`src/rtl/onehot_scan_encoder_if.sv`:
```
// Handshake bundle for onehot_scan_encoder: request vector in, index beats out.
interface onehot_scan_encoder_if #(parameter int N = 8);
    localparam int W = $clog2(N);

    logic         in_valid;
    logic         in_ready;
    logic [N-1:0] d;
    logic         out_valid;
    logic         out_ready;
    logic [W-1:0] q;
    logic         last;
    logic         none;
    logic         err;

    modport slave (
        input  in_valid, d, out_ready,
        output in_ready, out_valid, q, last, none, err
    );

    modport master (
        output in_valid, d, out_ready,
        input  in_ready, out_valid, q, last, none, err
    );
endinterface

```
`src/rtl/onehot_scan_encoder.sv`:
```
// Registered scan encoder: emits the index of every set bit of d, lowest first, one beat per cycle.
// Define ENC_STRICT_ONEHOT_EN to reject multi-hot vectors with a single err beat.
module onehot_scan_encoder #(
    parameter int N = 8
) (
    input  logic                   clk,
    input  logic                   rst_n,
    input  logic                   En,
    onehot_scan_encoder_if.slave   bus
);
    localparam int W = $clog2(N);
    localparam logic [N-1:0] ONE = N'(1);

    typedef enum logic {IDLE, SCAN} state_t;

    state_t       r_state, w_state_nxt;
    logic [N-1:0] r_pend,  w_pend_nxt;
    logic         r_none,  w_none_nxt;
    logic         r_err,   w_err_nxt;
    logic [W-1:0] w_idx;
    logic         w_single;
    logic         w_multi_d;
    logic         w_valid;

`ifdef ENC_STRICT_ONEHOT_EN
    assign w_multi_d = (bus.d & (bus.d - ONE)) != '0;
`else
    assign w_multi_d = 1'b0;
`endif

    // Highest-to-lowest loop so the lowest set bit wins.
    always_comb begin
        w_idx = '0;
        for (int i = N - 1; i >= 0; i--) begin
            if (r_pend[i]) w_idx = W'(i);
        end
    end

    assign w_single = (r_pend & (r_pend - ONE)) == '0;
    assign w_valid  = (r_state == SCAN);

    assign bus.in_ready  = En && (r_state == IDLE);
    assign bus.out_valid = w_valid;
    assign bus.q         = w_valid ? w_idx : '0;
    assign bus.last      = w_valid & w_single;
    assign bus.none      = w_valid & r_none;
    assign bus.err       = w_valid & r_err;

    always_comb begin
        w_state_nxt = r_state;
        w_pend_nxt  = r_pend;
        w_none_nxt  = r_none;
        w_err_nxt   = r_err;
        if (!En) begin
            w_state_nxt = IDLE;
            w_pend_nxt  = '0;
            w_none_nxt  = 1'b0;
            w_err_nxt   = 1'b0;
        end else begin
            case (r_state)
                IDLE: begin
                    if (bus.in_valid) begin
                        // A rejected multi-hot vector scans as an empty pend: q = 0, last = 1.
                        w_state_nxt = SCAN;
                        w_pend_nxt  = w_multi_d ? '0 : bus.d;
                        w_none_nxt  = (bus.d == '0);
                        w_err_nxt   = w_multi_d;
                    end
                end
                SCAN: begin
                    if (bus.out_ready) begin
                        if (w_single) begin
                            w_state_nxt = IDLE;
                            w_pend_nxt  = '0;
                            w_none_nxt  = 1'b0;
                            w_err_nxt   = 1'b0;
                        end else begin
                            w_pend_nxt  = r_pend & (r_pend - ONE);
                        end
                    end
                end
                default: w_state_nxt = IDLE;
            endcase
        end
    end

    always_ff @(posedge clk or negedge rst_n) begin
        if (!rst_n) begin
            r_state <= IDLE;
            r_pend  <= '0;
            r_none  <= 1'b0;
            r_err   <= 1'b0;
        end else begin
            r_state <= w_state_nxt;
            r_pend  <= w_pend_nxt;
            r_none  <= w_none_nxt;
            r_err   <= w_err_nxt;
        end
    end
endmodule

```
`src/flat_wrapper.sv`:
```
// flat-port wrapper written by rule: the top's interface ports become plain ports
module onehot_scan_encoder_flat 
#(
    parameter int N = 8
)
  (clk, rst_n, En, bus_in_valid, bus_d, bus_out_ready, bus_in_ready, bus_out_valid, bus_q, bus_last, bus_none, bus_err);
  onehot_scan_encoder_if #(.N(N)) bus_i ();
  input  logic clk;
  input  logic rst_n;
  input  logic En;
  input wire logic [$bits(bus_i.in_valid)-1:0] bus_in_valid;
  input wire logic [$bits(bus_i.d)-1:0] bus_d;
  input wire logic [$bits(bus_i.out_ready)-1:0] bus_out_ready;
  output wire logic [$bits(bus_i.in_ready)-1:0] bus_in_ready;
  output wire logic [$bits(bus_i.out_valid)-1:0] bus_out_valid;
  output wire logic [$bits(bus_i.q)-1:0] bus_q;
  output wire logic [$bits(bus_i.last)-1:0] bus_last;
  output wire logic [$bits(bus_i.none)-1:0] bus_none;
  output wire logic [$bits(bus_i.err)-1:0] bus_err;
  assign bus_i.in_valid = bus_in_valid;
  assign bus_i.d = bus_d;
  assign bus_i.out_ready = bus_out_ready;
  assign bus_in_ready = bus_i.in_ready;
  assign bus_out_valid = bus_i.out_valid;
  assign bus_q = bus_i.q;
  assign bus_last = bus_i.last;
  assign bus_none = bus_i.none;
  assign bus_err = bus_i.err;
  onehot_scan_encoder #(.N(N)) u_core (.clk(clk), .rst_n(rst_n), .En(En), .bus(bus_i));
endmodule
```
`config.mk`:
```
export PLATFORM = sky130hd
export DESIGN_NAME = onehot_scan_encoder_flat
export DESIGN_NICKNAME = d
export VERILOG_FILES = /design/src/rtl/onehot_scan_encoder_if.sv /design/src/rtl/onehot_scan_encoder.sv /design/src/flat_wrapper.sv
export SDC_FILE = /design/constraint.sdc
export NUM_CORES = 1
export LEC_CHECK = 0
export BUFFER_PORTS_ARGS = -buffer_cell sky130_fd_sc_hd__buf_2
export CORE_AREA = 2 2 39 41
export CTS_CLUSTER_DIAMETER = 100
export CTS_CLUSTER_SIZE = 40
export DETAILED_ROUTE_END_ITERATION = 12
export DIE_AREA = 0 0 41 43
export MAX_ROUTING_LAYER = met4
export PLACE_DENSITY = 0.79
export SKIP_LAST_GASP = 1
export SYNTH_ARGS = -nofsm -noshare
export SYNTH_HDL_FRONTEND = slang
export SYNTH_SLANG_ARGS = --single-unit
export TNS_END_PERCENT = 100
```
`constraint.sdc`:
```
create_clock -name clk -period 4.4 [get_ports clk]
set_clock_uncertainty 0.2 [all_clocks]
set_input_delay 0.66 -clock clk [delete_from_list [all_inputs] [get_ports clk]]
set_output_delay 0.66 -clock clk [all_outputs]
set_load 0.1 [all_outputs]
```
======== Yosys cells after proc, flatten, opt, wreduce, memory -nomap -nowiden ========
Index checks and enable logic that the tools add are counted.
word-level totals
  register bits ........................... 11
  word-level logic and storage cells ...... 45
  input bits .............................. 13
  output and inout bits ................... 8
operators by class
  eq/ne operators ......................... 3
  reductions and logical operators ........ 5
  $add $sub $neg .......................... 1
  bitwise operators ....................... 5
  muxes and demuxes ....................... 27
operator list
  cell                   count
  $mux W8                4
  $mux W3                9
  $logic_not A8 Y1       2
  $pmux W8 S2            1
  $mux W1                10
  $ne A3 B3 Y1 const B   3
  $and A8 B8 Y8          1
  $sub A8 B1 Y8 const B  1
  $pmux W1 S2            3
  $and A1 B1 Y1          3
  $reduce_and A3 Y1      1
  $reduce_and A2 Y1      1
  $logic_and A1 B1 Y1    1
  $not A1 Y1             1

======== Logic depth before layout (Yosys ltp) ========
Gate-level depths: netlist (run 1).
  depth after elaboration ................. 9
  depth in mapped cells ................... 6
  gate-level depth less buffers ........... 5

======== Worst setup path before layout (run 1) ========
Ideal clock, no wire load.
  kind .................................... register to output
  from .................................... reg u_core.r_state, in the netlist u_core.bus.out_valid
  to ...................................... out bus_q[0]
  buffers on the path ..................... 1
  slack ................................... 0.051 ns
  arrival time ............................ 3.489 ns
  data required time ...................... 3.540 ns
  cell stages (with the launch flop) ...... 3
  path through ............................ dfrtp_1 clkbuf_1 nor3b_1
between the ends
  longest elaborated chain between the ends .. 1
ends and longest elaborated chain
  element                   line                       text
  start: declaration        onehot_scan_encoder.sv:16  state_t r_state, w_state_nxt;
  start signal: assignment  onehot_scan_encoder.sv:94  r_state <= w_state_nxt;
  $mux W3                   onehot_scan_encoder.sv:44  assign bus.q = w_valid ? w_idx : '0;
  end: declaration          flat_wrapper.sv:16         output wire logic [$bits(bus_i.q)-1:0] bus_q;
No other way between the ends.

======== Worst setup path after layout (run 1) ========
  from .................................... reg u_core.r_pend[1]
  to ...................................... out bus_last
between the ends
  longest elaborated chain between the ends .. 4
ends and longest elaborated chain
  element                   line                       text
  start: declaration        onehot_scan_encoder.sv:17  logic [N-1:0] r_pend, w_pend_nxt;
  start signal: assignment  onehot_scan_encoder.sv:95  r_pend <= w_pend_nxt;
  $sub A8 B1 Y8             onehot_scan_encoder.sv:39  assign w_single = (r_pend & (r_pend - ONE)) == '0;
  $and A8 B8 Y8 (*)         onehot_scan_encoder.sv:39
  $logic_not A8 Y1 (*)      onehot_scan_encoder.sv:39
  $and A1 B1 Y1 (*)         onehot_scan_encoder.sv:45  assign bus.last = w_valid & w_single;
  end: declaration          flat_wrapper.sv:17         output wire logic [$bits(bus_i.last)-1:0] bus_last;
Mark *: on every way between the ends. The rest lies on a longest branch, timed or not.

==> results of run 1 <==
-- final timing paths --
kind                                   from                    to  slack (ns)  depth (start not counted)
max                        u_core.r_pend[1]              bus_last        1.00                          5
min                                   rst_n  u_core.bus.out_valid        0.03                          1
max reg2reg                u_core.r_pend[1]         u_core.r_none        1.99                          5
min reg2reg                   u_core.r_none         u_core.r_none        0.31                          1
max in group asynchronous             rst_n      u_core.r_pend[1]        3.77                          1
min in group clk              u_core.r_none         u_core.r_none        0.31                          1
-- Yosys cell counts --
cell type	n
and3_1	1
or4_1	1
nand2_2	1
maj3_1	1
nor3_1	4
and2_1	3
inv_1	3
a2111oi_4	1
o21ai_0	4
o32a_2	1
dfrtp_1	10
nor2_1	5
mux2i_1	1
mux2_4	1
nand2b_1	1
o41ai_1	1
nor4_1	3
o311a_1	1
clkbuf_1	4
a22o_1	7
o21bai_1	1
nor3b_1	1
buf_4	1
o21ai_1	4
nor2b_1	1
conb_1	1
a2111oi_1	1
o21ai_2	1
a31oi_1	1
a21oi_1	2
buf_6	1
nand3_1	2
nand2_1	2
-- kinds of logic after synthesis --
family / synth area share, %
DFF: 37.4
buffers and inverters: 6.73
adders and majority gates: 1.50
and+or+nand+nor: 20.0
AOI/OAI and AO/OA: 30.1
other: 0.560
muxes: 3.74
-- sequential cells by signal, indices dropped and copies added (netlist names) --
signal and count:
u_core.r_pend 8, u_core.r_none 1, u_core.bus.out_valid 1
-- power breakdown --
part	internal, µW	switching, µW	total [µW]	leakage (µW)
combinational	28.0	67.1	95.1	0.000218
sequential	97.3	12.3	110	0.000134
clock	50.3	35.3	85.5	0.0000210
-- layout make-up --
class,count,area [µm²]
Fill cell,122,597
Multi-Input combinational cell,54,374
Sequential cell,10,250
Timing Repair Buffer,19,95.1
Clock buffer,4,36.3
Tap cell,16,20.0
Inverter,3,11.3
-- cell usage in the layout (no fill, tap or decap), types with 2 or more instances in the layout --
cell,count
and2_1,3
nor3_1,4
a22o_1,7
nor4_1,3
clkbuf_4,3
inv_1,3
o21ai_1,4
dfrtp_1,10
buf_2,19
a21oi_1,2
nor2_1,5
o21ai_0,4
nand3_1,2
nand2_1,2
-- stage by stage --
step           utilization [%]  instances  setup WS, ns  hold WS, ns
6_report                  56.9        106          1.00       0.0271
5_1_grt                   56.9        106         0.826       0.0444
4_1_cts                   56.9        106         0.991       0.0361
3_5_place_dp              54.2        102          1.28        0.285
3_3_place_gp              54.2        102          1.33        0.294
2_1_floorplan                -         73        0.0509        0.164
-- layer usage --
layer	global-route usage (%)	share of wire, %	wire length, µm	vias to the layer above
met5	-	0	0	-
met1	31.2	45	672	282
met2	29.4	46	680	20
met4	12.0	2.5	37	0
li1	-	-	-	309
met3	4.71	6.5	96	5
==> impl_metrics.yaml, run 1 <==
grt:
  overflow: 0
  grt_max_degree: 13
  track_usage_pct: 22.3
  first_global_vias: 589
  antenna_found_initial: 0
  grt_pass1_wl_mm: 2.51
worst_hold_path:
  holdCritPathClass: "in -> async"
route:
  wl_per_cell_um: 14.0
  drt_pass1_iterations: 4
  num_vias: 616
  detail-route-antenna-nets: 0
  wl_mm: 1.49
  drtIter0Drc: 13
  drc: 0
  viasPerCell: 5.81
layout:
  n_antenna_cell: 0
  finish.instance_area_um2: 787
  drive_above_1_share_pct: 31.1
  syn_to_final_growth_pct: 17.6
  fin_nets: 104
placement:
  port_buffers: 19
  place_area_um2: 751
  hpwlAfterDp_mm: 1.14
  place_congestion: 0.910
sta:
  drv_slew: 0
  finalCritPeriodShare_pct: 77.2
  final.min_clock_period_ns: 3.40
  fmax_mhz: 294
  setup_tns_ns: 0
  rsz0062_at_grt: "false"
  setup_viol: 0
  hold_viol_final: 0
floorplanning:
  die_h_um: 43
  core-area_um2: 1380
  io_pins: 21
  initial_core_util_pct: 48.4
  num_rows: 14
  dieArea_um2: 1760
  die_w_um: 41
power:
  p_leak_uw: 0.000373
  total_power_uw: 290
  power_density_nw_per_um2: 369
  vdd_drop_max_uv: 174
clock_tree:
  path_clk_slew_ns: 0.08
  tritoncts.num_buffers: 3
  cts_sinks: 10
  worstSkewPairLatency_ns: 0.27
  ctsLongestPathBuffers: 2
  cts_root_buf: "clkbuf_4"
  postCtsSetupBuffers: 0
  h-tree-depth: 1
  cts_resized: 0
  cts_tree: "done"
  postCtsHoldBufs: 0
synth:
  syn_nets: 86
  ys_types: 33
  yosysTopAreaCellShare_pct: 37.4
  synth_seq_area_share_pct: 37.4
  synth_top_area_cell: "dfrtp_1"
  syn_area_um2: 669
  avgSynthCellArea_um2: 9.17
  synthTopCellsByArea: "dfrtp_1, a22o_1, a2111oi_4"
  ys_warn_count: 0
  synth-seq-cells: 10
  syn_inst: 73
outcome:
  status: "finished, final reports clean"
worst_setup_path:
  cp_max_fo: 7
  critPathSlowestCell: "or4_1"
  crit_chain: "or4_1 > a2111oi_4 > o32a_2 > and2_1 > buf_2"
  cp.required_ns: 3.54
  cp_top_family: "simple AND/OR/NAND/NOR gates"
  critical_path_class: "reg -> out"
  crit_buf_inv: 1
  cp-end-kind: "output pin"
  start_kind: "flip-flop"
  worstPathArrival_ns: 2.54
  critPathMaxStageDelay_ns: 0.68
run:
  maxCapViolations: 0
No activity file was read; power rests on OpenSTA's default activity.
==> run 2: changes to the inputs <==
--- a/config.mk
+++ b/config.mk
@@ -6,13 +6,12 @@
 export NUM_CORES = 1
 export LEC_CHECK = 0
 export BUFFER_PORTS_ARGS = -buffer_cell sky130_fd_sc_hd__buf_2
-export CORE_AREA = 2 2 39 41
+export CORE_UTILIZATION = 43
 export CTS_CLUSTER_DIAMETER = 100
 export CTS_CLUSTER_SIZE = 40
 export DETAILED_ROUTE_END_ITERATION = 12
-export DIE_AREA = 0 0 41 43
 export MAX_ROUTING_LAYER = met4
-export PLACE_DENSITY = 0.79
+export PLACE_DENSITY = 0.72
 export SKIP_LAST_GASP = 1
 export SYNTH_ARGS = -nofsm -noshare
 export SYNTH_HDL_FRONTEND = slang
==> constraint.sdc (replaced) <==
create_clock -name clk -period 3.1 [get_ports clk]
set_clock_uncertainty 0.2 [all_clocks]
set_input_delay 0.465 -clock clk [delete_from_list [all_inputs] [get_ports clk]]
set_output_delay 0.465 -clock clk [all_outputs]
set_load 0.1 [all_outputs]
==> run 2 against run 1 <==
Net effect: final area is 3.0% higher; combinational power increased by 55%; clock power is 4.2% higher; sequential cell count unchanged; non-clock buffer count rose by 1; wire length grew 11%; largest cell class unchanged; global-route usage shrank 0.25 points; register-to-register slack got worse by 1.2 ns; clock-buffer cell count decreased by 1; final cell count fell by 0.94%.
==> impl_metrics.yaml, run 2 (synthesis gave the netlist of run 1 again) <==
layout:
  fin_nets: 105
  finish.instance_area_um2: 811
  syn_to_final_growth_pct: 21.1
  n_antenna_cell: 0
  top_register: "u_core.r_pend"
  fill_cells: 129
  layout_commonest_cell: "buf_2"
  largest_reg_flops: 8
  drive_above_1_share_pct: 34.4
  final_cell_mix: "buf_2, dfrtp_1, a22o_1"
placement:
  place_area_um2: 774
  hpwlAfterDp_mm: 1.21
  port_buffers: 19
  place_congestion: 0.800
worst_setup_path:
  crit_chain: "or4_4 > a2111oi_4 > o32a_2 > and2_1 > buf_12"
  cp_max_fo: 7
  critPathSlowestCell: "or4_4"
  reg2regPathDepth: 5
  start_kind: "flip-flop"
  cp.required_ns: 2.43
  critPathMaxStageDelay_ns: 0.62
  reg2reg_slack_ns: 0.78
  reg2reg_to: "u_core.r_none"
  cp-end-kind: "output pin"
  crit_path_end: "bus_last"
  timing.rr.start: "u_core.r_pend[2]"
  critPathLaunch: "u_core.r_pend[2]"
  critical_path_class: "reg -> out"
  worstPathArrival_ns: 2.26
route:
  drt_pass1_iterations: 4
  wl_per_cell_um: 15.7
  detail-route-antenna-nets: 0
  wl_mm: 1.65
  wl_met2_um: 826
  num_vias: 625
  drc: 0
  wl_met1_um: 724
  viasPerCell: 5.95
  drtIter0Drc: 5
  top_layer: "met4"
  met3_length_um: 85
clock_tree:
  h-tree-depth: 1
  cts_tree: "done"
  tritoncts.num_buffers: 3
  ctsLongestPathBuffers: 2
  cts_sinks: 10
  path_clk_slew_ns: 0.07
  cts_root_buf: "clkbuf_4"
  postCtsSetupBuffers: 0
  worstSkewPairLatency_ns: 0.26
sta:
  fmax_mhz: 342
  setup_viol: 0
  drv_slew: 0
  setup_tns_ns: 0
  rsz0062_at_grt: "false"
  finalCritPeriodShare_pct: 94.2
  final.min_clock_period_ns: 2.92
  hold_viol_final: 0
power:
  power_density_nw_per_um2: 485
  p_leak_uw: 0.000377
  vdd_drop_max_uv: 272
worst_hold_path:
  holdCritPathClass: "in -> reg"
floorplanning:
  die_h_um: 41.5
  dieArea_um2: 1720
  io_pins: 21
  die_w_um: 41.5
  core-area_um2: 1370
  num_rows: 13
  initial_core_util_pct: 49.0
grt:
  track_usage_pct: 22.1
  antenna_found_initial: 0
  overflow: 0
  first_global_vias: 592
  grt_max_degree: 13
  grt_pass1_wl_mm: 2.81
outcome:
  status: "finished, final reports clean"
run:
  maxCapViolations: 0
[run 2: cell types whose count changed in the layout (fill, tap and decap cells not counted), sizes merged]
cell / delta
clkbuf: -1
dlygate4sd3: +1
[run 2: power by group]
part           internal, µW  total, µW  switching [µW]
Clock                  44.8       89.1            44.3
Sequential              138        157            19.1
Combinational          48.5        147            98.5
[run 2: worst min path at each step]
stage	from	to	slack, ns	cells after the start
6_report	bus_out_ready	u_core.bus.out_valid	0.22	2
5_1_grt	bus_out_ready	u_core.bus.out_valid	0.22	2
4_1_cts	bus_out_ready	u_core.bus.out_valid	0.21	2
3_5_place_dp	rst_n	u_core.bus.out_valid	0.14	1
3_3_place_gp	rst_n	u_core.bus.out_valid	0.14	1
2_1_floorplan	rst_n	u_core.bus.out_valid	-0.03	0
[run 2: routing by layer]
layer,track usage (%),up-vias
met3,4.78,2
met2,34.1,22
met1,27.8,287
met4,9.68,0
met5,-,-
li1,-,314
[run 2: layout make-up]
class	instances	area, µm²	share of cell area, %
clock buffers	3	22.5	2.78
flip-flops and latches	10	250	30.9
multi-input cells	54	388	47.8
inverters	3	11.3	1.39
repair buffers	20	120	14.8
well taps	15	18.8	2.31
[run 2: per-stage QoR]
step	instances	worst slack, ns	hold WS (ns)	total power [µW]	utilization [%]
2_1_floorplan	73	-0.0845	-0.0306	272	-
3_3_place_gp	101	0.396	0.138	301	56.7
3_5_place_dp	101	0.362	0.144	303	56.7
4_1_cts	105	0.0684	0.214	393	59.1
5_1_grt	105	0.0623	0.223	413	59.3
6_report	105	0.179	0.218	393	59.3
[run 2: what timing repair did]
item / in CTS / in global routing
hold endpoints to repair: 10 / 0
setup endpoints to repair: 0 / 1
resized for setup: 0 / 1
hold buffers: 1 / 0
[run 2: worst max-delay path: cells and delay by family, from the launching register on]
family | cells | cell delay, ns
AND/OR/NAND/NOR | 2 | 0.80
AO/OA/AOI/OAI | 2 | 0.58
flip-flops | 1 | 0.43
buffers and inverters | 1 | 0.18
